<file path="src/rtl/game_flow_controller_pkg.sv">
// rtl/game_flow_controller_pkg.sv - shared state codes, defaults and score helper for the breakout round sequencer
//
// Purpose: state encodings shown on STATE, parameter defaults of
// game_flow_controller, datapath widths and the saturating score adder.
// Ports: none (package).

package game_flow_controller_pkg;

  // STATE codes driven to the display
  localparam logic [2:0] ST_ATTRACT = 3'd0;
  localparam logic [2:0] ST_SERVE   = 3'd1;
  localparam logic [2:0] ST_PLAY    = 3'd2;
  localparam logic [2:0] ST_LOST    = 3'd3;
  localparam logic [2:0] ST_CLEAR   = 3'd4;
  localparam logic [2:0] ST_OVER    = 3'd5;

  // Datapath widths
  localparam int SCORE_W = 14;
  localparam int TIMER_W = 8;

  // Default game tuning
  localparam int DEF_INITIAL_LIVES      = 3;
  localparam int DEF_POINTS_PER_BLOCK   = 10;
  localparam int DEF_SCORE_MAX          = 9999;
  localparam int DEF_LOST_DELAY_FRAMES  = 60;
  localparam int DEF_CLEAR_DELAY_FRAMES = 90;
  localparam int DEF_OVER_DELAY_FRAMES  = 180;

  // Sum is formed one bit wider so a carry out of 14 bits still saturates.
  function automatic logic [SCORE_W-1:0] satAddScore(
    input logic [SCORE_W-1:0] score,
    input logic [SCORE_W-1:0] inc,
    input logic [SCORE_W-1:0] maxVal
  );
    logic [SCORE_W:0] sum;
    sum = {1'b0, score} + {1'b0, inc};
    return (sum > {1'b0, maxVal}) ? maxVal : sum[SCORE_W-1:0];
  endfunction

endpackage

</file>
<file path="src/rtl/game_flow_controller_frame_delay_timer.sv">
// rtl/game_flow_controller_frame_delay_timer.sv - frame counter that pulses DONE on the LIMIT-th tick
//
// Purpose: counts FRAME_TICK pulses while CLEAR is low; DONE is asserted
// combinationally during the tick that brings the count to LIMIT, so the
// owner can change state on that same clock edge.
// Ports:
//   CLK, RESET_N  clock, asynchronous active-low reset
//   CLEAR         hold the count at zero
//   TICK          one-cycle frame pulse
//   LIMIT[7:0]    number of ticks to wait (1..255)
//   DONE          one-cycle pulse coincident with the LIMIT-th tick

module game_flow_controller_frame_delay_timer
  import game_flow_controller_pkg::*;
(
  input  logic               CLK,
  input  logic               RESET_N,
  input  logic               CLEAR,
  input  logic               TICK,
  input  logic [TIMER_W-1:0] LIMIT,
  output logic               DONE
);

  logic [TIMER_W-1:0] count;
  logic [TIMER_W:0]   countNext;

  assign countNext = {1'b0, count} + {{TIMER_W{1'b0}}, 1'b1};
  assign DONE      = TICK && (countNext == {1'b0, LIMIT});

  always_ff @(posedge CLK or negedge RESET_N) begin
    if (!RESET_N) begin
      count <= '0;
    end else if (CLEAR) begin
      count <= '0;
    end else if (TICK) begin
      count <= countNext[TIMER_W-1:0];
    end
  end

endmodule

</file>
<file path="src/rtl/game_flow_controller.sv">
// rtl/game_flow_controller.sv - breakout round sequencer: physics gating, serve hold, level reload, lives and score
//
// Purpose: top-level game state machine between video timing, buttons and the
// physics/game-logic datapath.
// Ports:
//   CLK, RESET_N          clock, asynchronous active-low reset
//   FRAME_TICK           start-of-vblank pulse
//   BTN_RELEASE          debounced release/start button level
//   PHYS_BUSY            physics still running its substeps
//   BALL_LOST, BLOCK_HIT one-cycle game events
//   BLOCKS_REMAINING[6:0] live block count
//   START_UPDATE         pulse: run physics for this frame
//   SERVE_HOLD           level: park ball on paddle
//   LOAD_LEVEL           pulse: reload block pattern
//   LIVES[1:0], SCORE[13:0], STATE[2:0]  status
//   OVERRUN              sticky: frame tick seen while physics busy

module game_flow_controller
  import game_flow_controller_pkg::*;
#(
  parameter int INITIAL_LIVES      = DEF_INITIAL_LIVES,
  parameter int POINTS_PER_BLOCK   = DEF_POINTS_PER_BLOCK,
  parameter int SCORE_MAX          = DEF_SCORE_MAX,
  parameter int LOST_DELAY_FRAMES  = DEF_LOST_DELAY_FRAMES,
  parameter int CLEAR_DELAY_FRAMES = DEF_CLEAR_DELAY_FRAMES,
  parameter int OVER_DELAY_FRAMES  = DEF_OVER_DELAY_FRAMES
) (
  input  logic               CLK,
  input  logic               RESET_N,
  input  logic               FRAME_TICK,
  input  logic               BTN_RELEASE,
  input  logic               PHYS_BUSY,
  input  logic               BALL_LOST,
  input  logic               BLOCK_HIT,
  input  logic [6:0]         BLOCKS_REMAINING,
  output logic               START_UPDATE,
  output logic               SERVE_HOLD,
  output logic               LOAD_LEVEL,
  output logic [1:0]         LIVES,
  output logic [SCORE_W-1:0] SCORE,
  output logic [2:0]         STATE,
  output logic               OVERRUN
);

  logic [2:0]         state;
  logic               btnPrev;
  logic               btnEdge;
  logic               runPhys;
  logic               inDelay;
  logic               timerDone;
  logic [TIMER_W-1:0] delayLimit;

  assign btnEdge    = BTN_RELEASE & ~btnPrev;
  assign runPhys    = (state == ST_SERVE) || (state == ST_PLAY);
  assign inDelay    = (state == ST_LOST) || (state == ST_CLEAR) || (state == ST_OVER);
  assign SERVE_HOLD = (state != ST_PLAY);
  assign STATE      = state;

  always_comb begin
    delayLimit = TIMER_W'(LOST_DELAY_FRAMES);
    case (state)
      ST_CLEAR: delayLimit = TIMER_W'(CLEAR_DELAY_FRAMES);
      ST_OVER:  delayLimit = TIMER_W'(OVER_DELAY_FRAMES);
      default:  ;
    endcase
  end

  // Held at zero outside the delay states, so it starts from zero on entry.
  game_flow_controller_frame_delay_timer uDelayTimer (
    .CLK     (CLK),
    .RESET_N (RESET_N),
    .CLEAR   (!inDelay),
    .TICK    (FRAME_TICK),
    .LIMIT   (delayLimit),
    .DONE    (timerDone)
  );

  always_ff @(posedge CLK or negedge RESET_N) begin
    if (!RESET_N) begin
      state        <= ST_ATTRACT;
      LIVES        <= 2'(INITIAL_LIVES);
      SCORE        <= '0;
      START_UPDATE <= 1'b0;
      LOAD_LEVEL   <= 1'b0;
      OVERRUN      <= 1'b0;
      btnPrev      <= 1'b0;
    end else begin
      btnPrev      <= BTN_RELEASE;
      START_UPDATE <= runPhys & FRAME_TICK & ~PHYS_BUSY;
      LOAD_LEVEL   <= 1'b0;
      if (runPhys & FRAME_TICK & PHYS_BUSY) begin
        OVERRUN <= 1'b1;
      end

      case (state)
        ST_ATTRACT: begin
          if (btnEdge) begin
            LOAD_LEVEL <= 1'b1;
            LIVES      <= 2'(INITIAL_LIVES);
            SCORE      <= '0;
            state      <= ST_SERVE;
          end
        end
        ST_SERVE: begin
          if (btnEdge) begin
            state <= ST_PLAY;
          end
        end
        ST_PLAY: begin
          // A hit is scored even when this cycle also leaves PLAY.
          if (BLOCK_HIT) begin
            SCORE <= satAddScore(SCORE, SCORE_W'(POINTS_PER_BLOCK), SCORE_W'(SCORE_MAX));
          end
          // Clearing the field wins over a simultaneous ball loss.
          if (BLOCKS_REMAINING == 7'd0) begin
            state <= ST_CLEAR;
          end else if (BALL_LOST) begin
            if (LIVES <= 2'd1) begin
              LIVES <= 2'd0;
              state <= ST_OVER;
            end else begin
              LIVES <= LIVES - 2'd1;
              state <= ST_LOST;
            end
          end
        end
        ST_LOST: begin
          if (timerDone) begin
            state <= ST_SERVE;
          end
        end
        ST_CLEAR: begin
          if (timerDone) begin
            LOAD_LEVEL <= 1'b1;
            state      <= ST_SERVE;
          end
        end
        ST_OVER: begin
          if (timerDone) begin
            state <= ST_ATTRACT;
          end
        end
        default: state <= ST_ATTRACT;
      endcase
    end
  end

endmodule
</file>
<file path="config.mk">
export PLATFORM = sky130hd
export DESIGN_NAME = game_flow_controller
export DESIGN_NICKNAME = d
export VERILOG_FILES = /design/src/rtl/game_flow_controller_pkg.sv /design/src/rtl/game_flow_controller_frame_delay_timer.sv /design/src/rtl/game_flow_controller.sv
export SDC_FILE = /design/constraint.sdc
export NUM_CORES = 1
export LEC_CHECK = 0
export ABC_AREA = 1
export BUFFER_PORTS_ARGS = -buffer_cell sky130_fd_sc_hd__buf_4
export CORE_UTILIZATION = 50
export DETAILED_ROUTE_END_ITERATION = 6
export PLACE_DENSITY = 0.73
export SLEW_MARGIN = 40
export SYNTH_ARGS = -nofsm -noshare
export SYNTH_HDL_FRONTEND = slang
export SYNTH_HIERARCHICAL = 1
export SYNTH_SLANG_ARGS = --single-unit
</file>
<file path="constraint.sdc">
create_clock -name CLK -period 1.7 [get_ports CLK]
set_input_delay 0.17 -clock CLK [delete_from_list [all_inputs] [get_ports CLK]]
set_output_delay 0.17 -clock CLK [all_outputs]
set_load 0.02 [all_outputs]
</file>
==> metrics.txt, run 1 <==
status=finished, violations left; failing checks=negative setup slack; hold crit path type=in -> reg; Routed Antenna Nets=0; number of synthesized register bits=31; Seq pwr share=0.246; Final min period=1.970 ns; Initial DRT Pass Iterations=4; FF-to-FF Start=uDelayTimer/count[0]; Die Y=66.10 µm; number of port buffers=36; syn avg cell area=6.627 µm²; part of the cycle the worst path needs=1.159; fillers=222; Seq/Total Area, Yosys=0.3788; Area growth syn-to-layout=58.95%; # Max-Cap Violations=0; RR Endpoint=STATE[0]; Area contributors post-synth=dfrtp_1 (35%), nand2_1 (20%), inv_1 (7.9%), nand3_1 (6.3%), nor2_1 (4.9%); die width=66.10 µm; RePlAce Congestion=0.8836; GR Overflow Total=0; CP Class=reg -> reg; Hold Path Depth=2; Diodes inserted=0; Clock Latency Late Sink=0.29 ns; Place WS=-0.1535 ns; std cell rows=22; worst hold path endpoint=START_UPDATE; Design Power=4.771 mW; Slew Limit Fails=0; critical path's slowest cell=dfrtp_1; Core ar.=0.003799 mm²; largest net degree at the start of global routing=32; clock tree buffer depth=2; Worst Path Required=1.91 ns; share of cells above drive strength 1=0.4436; Fin. Hold Viols=0; Final Skew=0.01090 ns; commonest non-fill, non-tap cell in the layout=buf_4; PwrDens=1461 mW/mm²; sw power=2.166 mW; slowest stage delay, CP=0.42 ns; Distinct cells, synth=29; Reg area=784.5 µm²; via count=2467; vias in the first global route=2153; post-synth top area share=0.3532; first-pass GRT wire length=9.425 mm; final setup vio count=18; GRT Total Usage=0.2855; Top delay family on crit path=simple AND/OR/NAND/NOR gates; Post-route DRC=0; total routed wirelength=6.724 mm; clock slew at reported path FFs=0.07 ns; WP buf/inv=3; area leader, netlist=dfrtp_1; CTS tree=done; Via-to-Cell Ratio=5.305; critical-path maximum fanout=6; Mapped Cells=310; Die ar.=0.004369 mm²; Crit path top cell by count=nand2_1; peak supply drop=894.0 µV; FMAX=507.7 MHz; combinational power share=0.616; hold_sp=PHYS_BUSY; Sink Count=31; RSZ-0062 raised after global routing=true; FF-to-FF setup slack=-0.27 ns; root buffer cell=clkbuf_8; LEAKAGE=1.642 nW; Worst R2R Path Depth=14; design internal power=2.606 mW; switching share of power=0.4539; Initial Util=0.5408; mean routed wirelength per cell=14.46 µm; Arr. time, crit path=2.18 ns; Syn Std Cell Area=0.002054 mm²; CTS Buf Count=5; Ports=37; multi-input combinational cell area=0.001389 mm²; initial detailed-routing violation count=228; dpl hpwl=3.922 mm; most frequent cells in the layout=buf_4 (92), nand2_1 (86), inv_1 (35), dfrtp_1 (24), nand2_2 (22); initial antenna violation count=0; placed inst area=0.002745 mm²; depth of the CTS H-tree=2; synth warn=6; CP Launch Type=flip-flop; Final Util=0.8597; Clock power frac=0.138; Final #Nets=433; Finished Cell Area=0.003266 mm²; PnR worst setup slack=-0.2697 ns; worst path cell trace=buf_4, inv_2, nor2_4, buf_4, nand2_1, nand2_1, nand2_1, xor2_1, nand2_1, nor2_2, o21ai_2, nor2_4, o21ai_1, o21ai_1; crit path capture type=flip-flop
-- cells in the mapped netlist --
master / count
inv_1: 43
a31o_2: 1
nand3_2: 2
o21ai_1: 3
a21oi_1: 5
clkinv_1: 3
nand2_1: 109
o21a_1: 1
ha_1: 3
xor2_1: 2
o21bai_1: 1
nand4_1: 4
nand2_2: 7
o21ai_0: 20
buf_6: 1
nor2_4: 3
dfstp_2: 2
o22ai_1: 3
nor3_1: 4
nor2_1: 27
buf_4: 1
dfrtp_1: 29
nor2_2: 1
xnor2_1: 1
conb_1: 2
nand3_1: 26
inv_2: 1
o211ai_1: 1
nand3b_1: 4
-- layer usage --
metal,wire length [µm],track usage,share of wire
met4,112,0.09840,0.017
met2,3312,0.4707,0.49
met3,430,0.06034,0.064
met5,0,0,0
met1,2868,0.3685,0.43
-- how the worst max path moves through the flow --
stage | start | end | slack (ns) | cells past startpoint
after floorplan | STATE[1] | STATE[2] | -0.08 | 15
after global placement | uDelayTimer/count[0] | STATE[1] | -0.12 | 12
after detailed placement | STATE[0] | STATE[1] | -0.15 | 14
after CTS | uDelayTimer/count[1] | STATE[2] | -0.14 | 13
after global routing | uDelayTimer/count[1] | STATE[0] | -0.43 | 13
final | uDelayTimer/count[0] | STATE[0] | -0.27 | 14
-- area by class of cell --
cell class | instances | area share
clock buffers | 8 | 0.03065
inverters | 47 | 0.05402
multi-input cells | 233 | 0.4253
repair buffers | 98 | 0.2314
flip-flops and latches | 31 | 0.2402
well taps | 48 | 0.01839
-- logic make-up (layout without fill, tap and decap cells) --
group	Yosys count	in the layout	share of synthesized area
simple gates	187	188	0.3989
flops	31	31	0.3788
other cells	2	4	0.003655
fa+ha+maj	3	3	0.01827
buf+inv	49	153	0.09500
xor+xnor	3	3	0.01279
compound gates	35	35	0.09257
-- stage by stage --
stage	hold slack, ns	instances	setup TNS, ns
2_1_floorplan	-0.1256	312	-0.3309
3_3_place_gp	0.1288	439	-1.408
3_5_place_dp	0.1297	439	-1.752
4_1_cts	0.03141	458	-0.8387
5_1_grt	0.03792	465	-5.366
6_report	0.03530	465	-3.412
-- power groups by stage --
stage	logic (mW)	registers [mW]	clock network, mW
after floorplan	0.927	1.38	0
final	2.94	1.17	0.660
after global placement	2.11	1.14	0
after CTS	2.37	1.15	0.661
after detailed placement	2.15	1.15	0
after global routing	3.16	1.19	0.701
-- flip-flops by register name (all words and copies together) (netlist names) --
register and count:
SCORE 14, START_UPDATE 1, btnPrev 1, LOAD_LEVEL 1
uDelayTimer/count 8, LIVES 2, STATE 3, OVERRUN 1
-- timing repair --
action / in CTS / in global routing
hold buffers: 2 / 0
buffers inserted: 8 / 7
hold endpoints to repair: 30 / 0
pin swaps: 13 / 27
gates resized for setup: 20 / 66
gates cloned: 1 / 0
endpoints found under the setup margin: 23 / 29
Note: power is estimated with default switching activity, not from simulation.
==> inputs of run 2 (changes only) <==
--- a/config.mk
+++ b/config.mk
@@ -10,6 +10,7 @@
 export CORE_UTILIZATION = 50
 export DETAILED_ROUTE_END_ITERATION = 6
 export PLACE_DENSITY = 0.73
+export SKIP_LAST_GASP = 1
 export SLEW_MARGIN = 40
 export SYNTH_ARGS = -nofsm -noshare
 export SYNTH_HDL_FRONTEND = slang
==> metrics.txt, run 2 (same netlist as run 1, synthesis figures left out) <==
status=finished, violations left; failing checks=negative setup slack; total routed wirelength=6.597 mm (-1.9%); met2 usage=0.4707 (unchanged); CP Launch Type=flip-flop; final cell count without fillers=465 (unchanged); slowest stage delay, CP=0.42 ns (about the same); RR Endpoint=STATE[0]; Initial Util=0.5408 (unchanged); first-pass GRT wire length=9.425 mm (unchanged); Die ar.=0.004369 mm² (unchanged); TNS Setup=-3.120 ns (+0.2916 ns); RSZ-0062 raised after global routing=true; Initial DRT Pass Iterations=4 (unchanged); clock tree buffer depth=2 (unchanged); Via-to-Cell Ratio=5.247 (-1.1%); Arr. time, crit path=2.17 ns (about the same); critical-path maximum fanout=6 (unchanged); FMAX=511.4 MHz (+0.73%); peak supply drop=918.8 µV (+2.8%); sw power=2.129 mW (-1.7%); Slew Limit Fails=0 (unchanged); busiest grt layer=met2; worst path cell trace=buf_4, inv_2, nor2_4, buf_4, nand3_2, nand2_1, xor2_1, nand2_1, nor2_2, o21ai_2, nor2_4, o21ai_1, o21ai_1; clock slew at reported path FFs=0.07 ns (about the same); Clock power frac=0.139 (about the same); total placed cells including tap cells=439 (unchanged); Final min period=1.955 ns (-0.01422 ns); dpl hpwl=3.922 mm (unchanged); hold_sp=PHYS_BUSY; PwrDens=1451 mW/mm² (-0.69%); most frequent cells in the layout=buf_4 (92), nand2_1 (87), inv_1 (35), dfrtp_1 (24), nand2_2 (21); Die Y=66.10 µm (unchanged); largest net degree at the start of global routing=32 (unchanged); Fin. Hold Viols=0 (unchanged); share of cells above drive strength 1=0.4412 (-0.002398); Worst R2R Path Depth=13 (-1); FF-to-FF Start=uDelayTimer/count[0]; CP Class=reg -> reg; worst hold margin=0.03777 ns (+0.002470 ns); std cell rows=22 (unchanged); fillers=223 (+0.45%); part of the cycle the worst path needs=1.150 (-0.008368); number of port buffers=36 (unchanged); Clock Latency Late Sink=0.29 ns (about the same); commonest non-fill, non-tap cell in the layout=buf_4; Ports=37 (unchanged); vias in the first global route=2153 (unchanged); hold crit path type=in -> reg; Post-route DRC=0 (unchanged); placed inst area=0.002745 mm² (unchanged); Top reg by flops=SCORE; Final #Nets=433 (unchanged); Final Skew=0.007552 ns (-0.003346 ns); CTS Buf Count=5 (unchanged); Diodes inserted=0 (unchanged); Hold Path Depth=2 (unchanged); initial detailed-routing violation count=222 (-2.6%); Finished Cell Area=0.003263 mm² (about the same); worst hold path endpoint=START_UPDATE; Sink Count=31 (unchanged); CTS tree=done; via count=2440 (-1.1%); mean routed wirelength per cell=14.19 µm (-1.9%); Worst Path Required=1.91 ns (about the same); max FFs per register=14 (unchanged); critical path's slowest cell=dfrtp_1; root buffer cell=clkbuf_8; RePlAce Congestion=0.8836 (unchanged); M3 GR Usage=0.06034 (unchanged); crit path capture type=flip-flop; Final Util=0.8590 (about the same); GRT Total Usage=0.2855 (unchanged); switching share of power=0.4497 (-0.004194); LEAKAGE=1.643 nW (about the same); FF-to-FF setup slack=-0.26 ns (about the same); PnR worst setup slack=-0.2555 ns (+0.01422 ns); GR Overflow Total=0 (unchanged); # Max-Cap Violations=0 (unchanged); die width=66.10 µm (unchanged); Area growth syn-to-layout=58.83% (about the same); initial antenna violation count=0 (unchanged); Routed Antenna Nets=0 (unchanged); final setup vio count=18 (unchanged); depth of the CTS H-tree=2 (unchanged); Seq pwr share=0.246 (about the same); Core ar.=0.003799 mm² (unchanged); met1 Usage GRT=0.3685 (unchanged); combinational power share=0.614 (-0.002); design internal power=2.606 mW (about the same)
run 2: cell count changes in the layout (fill, tap and decap cells not counted):
cell,change
nand2_2,-1
nand2_1,+1
run 2: worst max path at each step:
stage                                    start       end  slack, ns
after floorplan                       STATE[1]  STATE[2]      -0.08
after global placement    uDelayTimer/count[0]  STATE[1]      -0.12
after detailed placement              STATE[0]  STATE[1]      -0.15
after CTS                 uDelayTimer/count[1]  STATE[2]      -0.14
after global routing      uDelayTimer/count[1]  STATE[0]      -0.36
final                     uDelayTimer/count[0]  STATE[0]      -0.26
run 2: timing repair:
item	CTS	global route
hold endpoints to repair	30	0
setup buffers	8	7
cloned	1	0
hold buffers	2	0
resized for setup	20	65
pin swaps	13	27
setup endpoints to repair	23	29
run 2: cell type report:
| type | instances | area, µm² | area share |
|---|---|---|---|
| timing repair buffer | 98 | 755.7 | 0.2316 |
| clock buffer | 8 | 100.1 | 0.03067 |
| inverter | 47 | 176.4 | 0.05406 |
| multi-input combinational | 233 | 1386 | 0.4248 |
| tap | 48 | 60.06 | 0.01840 |
| sequential | 31 | 784.5 | 0.2404 |
run 2: critical path, delay by kind of cell (launching register included):
kind	cells	cell delay, ns
compound gates	3	0.24
simple gates	6	0.67
flops	1	0.42
xor+xnor	1	0.18
buf+inv	3	0.37
run 2: metal layers:
metal  vias to the layer above  share of wire
met5                         -              0
met2                        96           0.49
li1                       1193              -
met3                        17          0.062
met4                         0          0.021
met1                      1134           0.42
run 2: power groups by stage:
stage	Clock, mW	Combinational, mW	Sequential, mW
2_1_floorplan	0	0.927	1.38
3_3_place_gp	0	2.11	1.14
3_5_place_dp	0	2.15	1.15
4_1_cts	0.661	2.37	1.15
5_1_grt	0.707	3.13	1.19
6_report	0.659	2.91	1.17
run 2: metrics by stage:
stage	total power, mW	worst slack [ns]
detailed placement	3.297	-0.1535
CTS	4.181	-0.1409
global route	5.027	-0.3572
finish	4.735	-0.2555
floorplan	2.310	-0.08324
global placement	3.256	-0.1185
